File: src/rtl/xfer_samples.sv
// Sample-time transfer stage: pops one L1A-sample header, then moves NCHAN channel words
// into the event buffer tagged with readout-window overlap and end-of-event status.
module xfer_samples #(
  parameter int NCHAN = 16,
  parameter int NWIN  = 4
) (
  input  logic        WCLK,
  input  logic        RST_RESYNC,
  input  logic [6:0]  SAMP_MAX,
  input  logic        SMP_MT,
  input  logic [11:0] SMP_DATA,
  output logic        SMP_RD,
  input  logic        L1S_MT,
  input  logic [37:0] L1S_DATA,
  output logic        L1S_RD,
  output logic [11:0] WDATA,
  output logic        WREN,
  output logic [6:0]  OVRLP_EVT_DATA,
  output logic [37:0] L1A_EVT_DATA,
  output logic        L1A_WRT_EN,
  output logic        WIN_OVF,
  output logic        BUSY
);

  localparam int CW = (NCHAN > 1) ? $clog2(NCHAN) : 1;
  localparam logic [CW-1:0] LAST_CHAN = CW'(NCHAN - 1);

  typedef enum logic [1:0] {IDLE, HDR, XFER} state_t;
  state_t state, next_state;

  logic [CW-1:0]   chan;
  logic [NWIN-1:0] slot_act;
  logic [6:0]      slot_cnt [NWIN];
  logic [3:0]      ocnt;
  logic            ovrlp;
  logic            movlp;
  logic            win_end;
  logic [NWIN-1:0] load_sel;
  logic            slot_found;
  logic [3:0]      hdr_ocnt;
  logic            hdr_end;
  logic            l1s_match;
  logic            last_rd;

  assign l1s_match = L1S_DATA[36];
  assign last_rd   = SMP_RD && (chan == LAST_CHAN);

  always_ff @(posedge WCLK or posedge RST_RESYNC) begin
    if (RST_RESYNC) state <= IDLE;
    else            state <= next_state;
  end

  // Read strobes are gated by the live empty flags so a FWFT FIFO that just drained is never over-read.
  always_comb begin
    next_state = state;
    SMP_RD     = 1'b0;
    L1S_RD     = 1'b0;
    case (state)
      IDLE: if (!L1S_MT) next_state = HDR;
      HDR: begin
        L1S_RD     = 1'b1;
        next_state = XFER;
      end
      XFER: begin
        if (!SMP_MT) begin
          SMP_RD = 1'b1;
          if (chan == LAST_CHAN) next_state = L1S_MT ? IDLE : HDR;
        end
      end
      default: next_state = IDLE;
    endcase
  end

  always_comb begin
    load_sel   = '0;
    slot_found = 1'b0;
    hdr_ocnt   = '0;
    hdr_end    = 1'b0;
    for (int i = 0; i < NWIN; i++) begin
      if (l1s_match && !slot_act[i] && !slot_found) begin
        load_sel[i] = 1'b1;
        slot_found  = 1'b1;
      end
    end
    // A slot opened this sample counts toward the overlap and may itself end here when SAMP_MAX is 0.
    for (int i = 0; i < NWIN; i++) begin
      if (slot_act[i] || load_sel[i]) begin
        hdr_ocnt = hdr_ocnt + 4'd1;
        if ((load_sel[i] ? SAMP_MAX : slot_cnt[i]) == 7'd0) hdr_end = 1'b1;
      end
    end
  end

  always_ff @(posedge WCLK or posedge RST_RESYNC) begin
    if (RST_RESYNC) begin
      chan           <= '0;
      slot_act       <= '0;
      for (int i = 0; i < NWIN; i++) slot_cnt[i] <= '0;
      ocnt           <= '0;
      ovrlp          <= 1'b0;
      movlp          <= 1'b0;
      win_end        <= 1'b0;
      WDATA          <= '0;
      WREN           <= 1'b0;
      OVRLP_EVT_DATA <= '0;
      L1A_EVT_DATA   <= '0;
      L1A_WRT_EN     <= 1'b0;
      WIN_OVF        <= 1'b0;
      BUSY           <= 1'b0;
    end else begin
      WREN       <= 1'b0;
      L1A_WRT_EN <= 1'b0;
      BUSY       <= (next_state != IDLE);
      if (state == HDR) begin
        L1A_EVT_DATA <= L1S_DATA;
        L1A_WRT_EN   <= 1'b1;
        chan         <= '0;
        ocnt         <= hdr_ocnt;
        ovrlp        <= (hdr_ocnt > 4'd1);
        movlp        <= (hdr_ocnt > 4'd2);
        win_end      <= hdr_end;
        if (l1s_match && !slot_found) WIN_OVF <= 1'b1;
        for (int i = 0; i < NWIN; i++) begin
          if (load_sel[i]) begin
            slot_act[i] <= 1'b1;
            slot_cnt[i] <= SAMP_MAX;
          end
        end
      end
      if (SMP_RD) begin
        chan           <= chan + 1'b1;
        WDATA          <= SMP_DATA;
        WREN           <= (ocnt != 4'd0);
        OVRLP_EVT_DATA <= {win_end && (chan == LAST_CHAN), movlp, ovrlp, ocnt};
        // Windows age only once the whole sample time has been read.
        if (last_rd) begin
          for (int i = 0; i < NWIN; i++) begin
            if (slot_act[i]) begin
              if (slot_cnt[i] == 7'd0) slot_act[i] <= 1'b0;
              else                     slot_cnt[i] <= slot_cnt[i] - 7'd1;
            end
          end
        end
      end
    end
  end

endmodule

File: config.mk
export PLATFORM = sky130hd
export DESIGN_NAME = xfer_samples
export DESIGN_NICKNAME = d
export VERILOG_FILES = /design/src/rtl/xfer_samples.sv
export SDC_FILE = /design/constraint.sdc
export NUM_CORES = 1
export LEC_CHECK = 0
export CORE_UTILIZATION = 33
export CTS_BUF_LIST = sky130_fd_sc_hd__clkbuf_4
export DETAILED_ROUTE_END_ITERATION = 10
export REMOVE_ABC_BUFFERS = 1
export SLEW_MARGIN = 0
export SYNTH_ARGS = -nofsm -noshare
export SYNTH_HDL_FRONTEND = slang
export SYNTH_SLANG_ARGS = --single-unit
File: constraint.sdc
create_clock -name WCLK -period 3.3 [get_ports WCLK]
set_input_delay 0.66 -clock WCLK [delete_from_list [all_inputs] [get_ports WCLK]]
set_output_delay 0.66 -clock WCLK [all_outputs]
set_load 0.005 [all_outputs]
==> metrics.yaml <==
status: "finished clean"
synth-seq-cells: 106
boundaryPins: 124
fin_area_um2: 6630
synth_top_family_by_area: "simple AND/OR/NAND/NOR gates"
hold_viol: 0
drv_slew: 0
fill_cells: 1493
leakage_nw: 3.06
start_util_pct: 33.6
wl_per_cell_um: 14.5
vias: 4434
dr.pass1.iters: 4
layout_common_cells: "200 x nand2_1, 123 x clkdlybuf4s50_1, 106 x dfrtp_1, 29 x nor2_1"
ant_nets: 0
setup_viol: 0
dieArea_um2: 15900
stdcell_count: 885
area_growth_pct: 30.1
synth_ff_type: "dfrtp_1"
min_period_over_period_pct: 84.9
dp_cells: 869
layout_commonest_cell: "nand2_1"
holdBufCountCts: 0
cp-end-kind: "output port"
hold_class: "input pin to asynchronous set/reset pin"
synth_mux_area_share_pct: 0.663
first_iter_violations: 210
clkSlewWorstSetupHoldPaths_ps: 160
via_per_inst: 5.01
cp_cell_sequence: "nor2b_1 -> nand2b_1 -> inv_2 -> clkdlybuf4s50_1"
synth_xor_area_share_pct: 0.516
place_congestion: 0.839
crit_type: "flip-flop to output port"
syn_avg_cell_area_um2: 8.80
grt_usage_pct: 16.8
synth_fa_ha_area_share_pct: 1.96
drive_gt1_share_pct: 5.88
synth-edff-count: 0
grt_first_pass_wirelength_mm: 21.3
async_reset_ff_share_pct: 100
die_x_um: 126
synthSimpleGateAreaFrac_pct: 27.3
cts_tree: "done"
synth_area_um2: 5100
min_period_ps: 2800
ir_worst_vdd_v: 0.000407
rows: 45
htreeDepth: 3
power_w: 0.00527
synth_area_leaders: "dfrtp_1 52%, nand2_1 15%, a21oi_1 2.4%"
post-cts-setup-buffers: 0
clock_path_buffers: 2
slowest_stage: "clkdlybuf4s50_1"
cpPeakStageDelay_ps: 510
die_y_um: 126
yosysTopAreaCell: "dfrtp_1"
ys.warnings.count: 0
diodes: 0
io_buffers: 123
crit_required_ps: 2640
fmax_ghz: 0.357
antenna_found_initial: 0
gr-total-overflow: 0
worstSetupStartpointType: "flip-flop"
cp_max_fo: 6
slew-limit-headroom_pct: 49.5
rsz0062_at_grt: "false"
cts_root_buffer: "clkbuf_4"
ctsResizeCount: 0
grt_pass1_vias: 4354
ys_seq_area_share_pct: 52.1
numCtsBuffers: 9
post_dp_cell_area_um2: 6500
postLayoutCoreUtil_pct: 43.8
ys_types: 64
fp.coreArea_um2: 15100
cp.arrival_ps: 2140
powerDensity_nw_per_um2: 796
worst_slack_ps: 498
routed_wl_mm: 12.8
syn_inst: 579
worst_pin_slew_ps: 758
path_delay_family: "simple AND/OR/NAND/NOR gates"
fin_skew_ps: 23.9
cap_violations: 0
insertion_delay_ps: 500
netlist.area_leader.share_pct: 52.1
dp_hpwl_mm: 9.12
critPathBufInv: 2
nNetsFinal: 761
synth_compound_area_share_pct: 13.2
dp_slack_ps: 365
clock_sinks: 106
drc: 0
grt_max_degree: 63
final cells by class:
cell class                 count  area, um^2  area share [%]
sequential                   106        2650            40.0
multi-input combinational    420        2220            33.5
timing repair buffer         130        1300            19.6
tap                          188         235            3.55
inverter                      25        96.3            1.45
clock buffer                  10        75.1            1.13
clock inverter                 6        50.0           0.755
per-layer routing:
metal	wire length [um]	GRT usage, %
met1	5930	21.3
met2	6100	28.0
met3	627	4.33
met4	172	5.17
met5	0	0
cell families (layout without fill, tap and decap cells):
kind of cell / count (synthesis) / in the layout
and+or+nand+nor: 309 / 309
xor gates and xnor gates: 3 / 3
AOI/OAI and AO/OA: 97 / 97
DFF: 106 / 106
adders and majority gates: 8 / 8
muxes: 3 / 3
buffers and inverters: 53 / 171
report_power, final:
group	total (W)	switching, W	internal, W
Combinational	0.00227	0.00107	0.00120
Clock	0.000626	0.000451	0.000175
Sequential	0.00237	0.000503	0.00187
Yosys cell counts, types with 5 or more instances:
cell and number:
nand3_1 15, clkbuf_1 14, nand2_1 200, nor2_1 29, ha_1 8, a21oi_1 24
o21ai_0 24, a211oi_1 8, a311oi_1 5, buf_2 10, nor3_1 13, inv_1 24
or3_1 8, dfrtp_1 106
metrics by stage:
stage | setup TNS [ps] | hold slack [ps]
global route | 0 | 423
detailed placement | 0 | 461
finish | 0 | 441
global placement | 0 | 457
CTS | 0 | 412
floorplan | -15780 | 439
registers in the layout, summed over array words and instances, names as in the netlist:
signal and flops:
L1A_EVT_DATA 38, slot_cnt 28, WDATA 12, OVRLP_EVT_DATA 7
chan 4, ocnt 4, slot_act 4, state 2
BUSY 1, L1A_WRT_EN 1, WIN_OVF 1, WREN 1
movlp 1, ovrlp 1, win_end 1
worst paths after layout:
check                            start           endpoint  slack, ps  depth (start not counted)
min in group WCLK                ovrlp  OVRLP_EVT_DATA[4]        490                          2
min                         RST_RESYNC    L1A_EVT_DATA[7]        440                          2
min reg2reg                      ovrlp  OVRLP_EVT_DATA[4]        490                          2
max                           state[1]             SMP_RD        500                          4
max in group asynchronous   RST_RESYNC       slot_cnt[20]       2210                          3
max reg2reg                slot_act[3]        slot_cnt[2]        860                          5
Note: power is estimated with default switching activity, not from simulation.
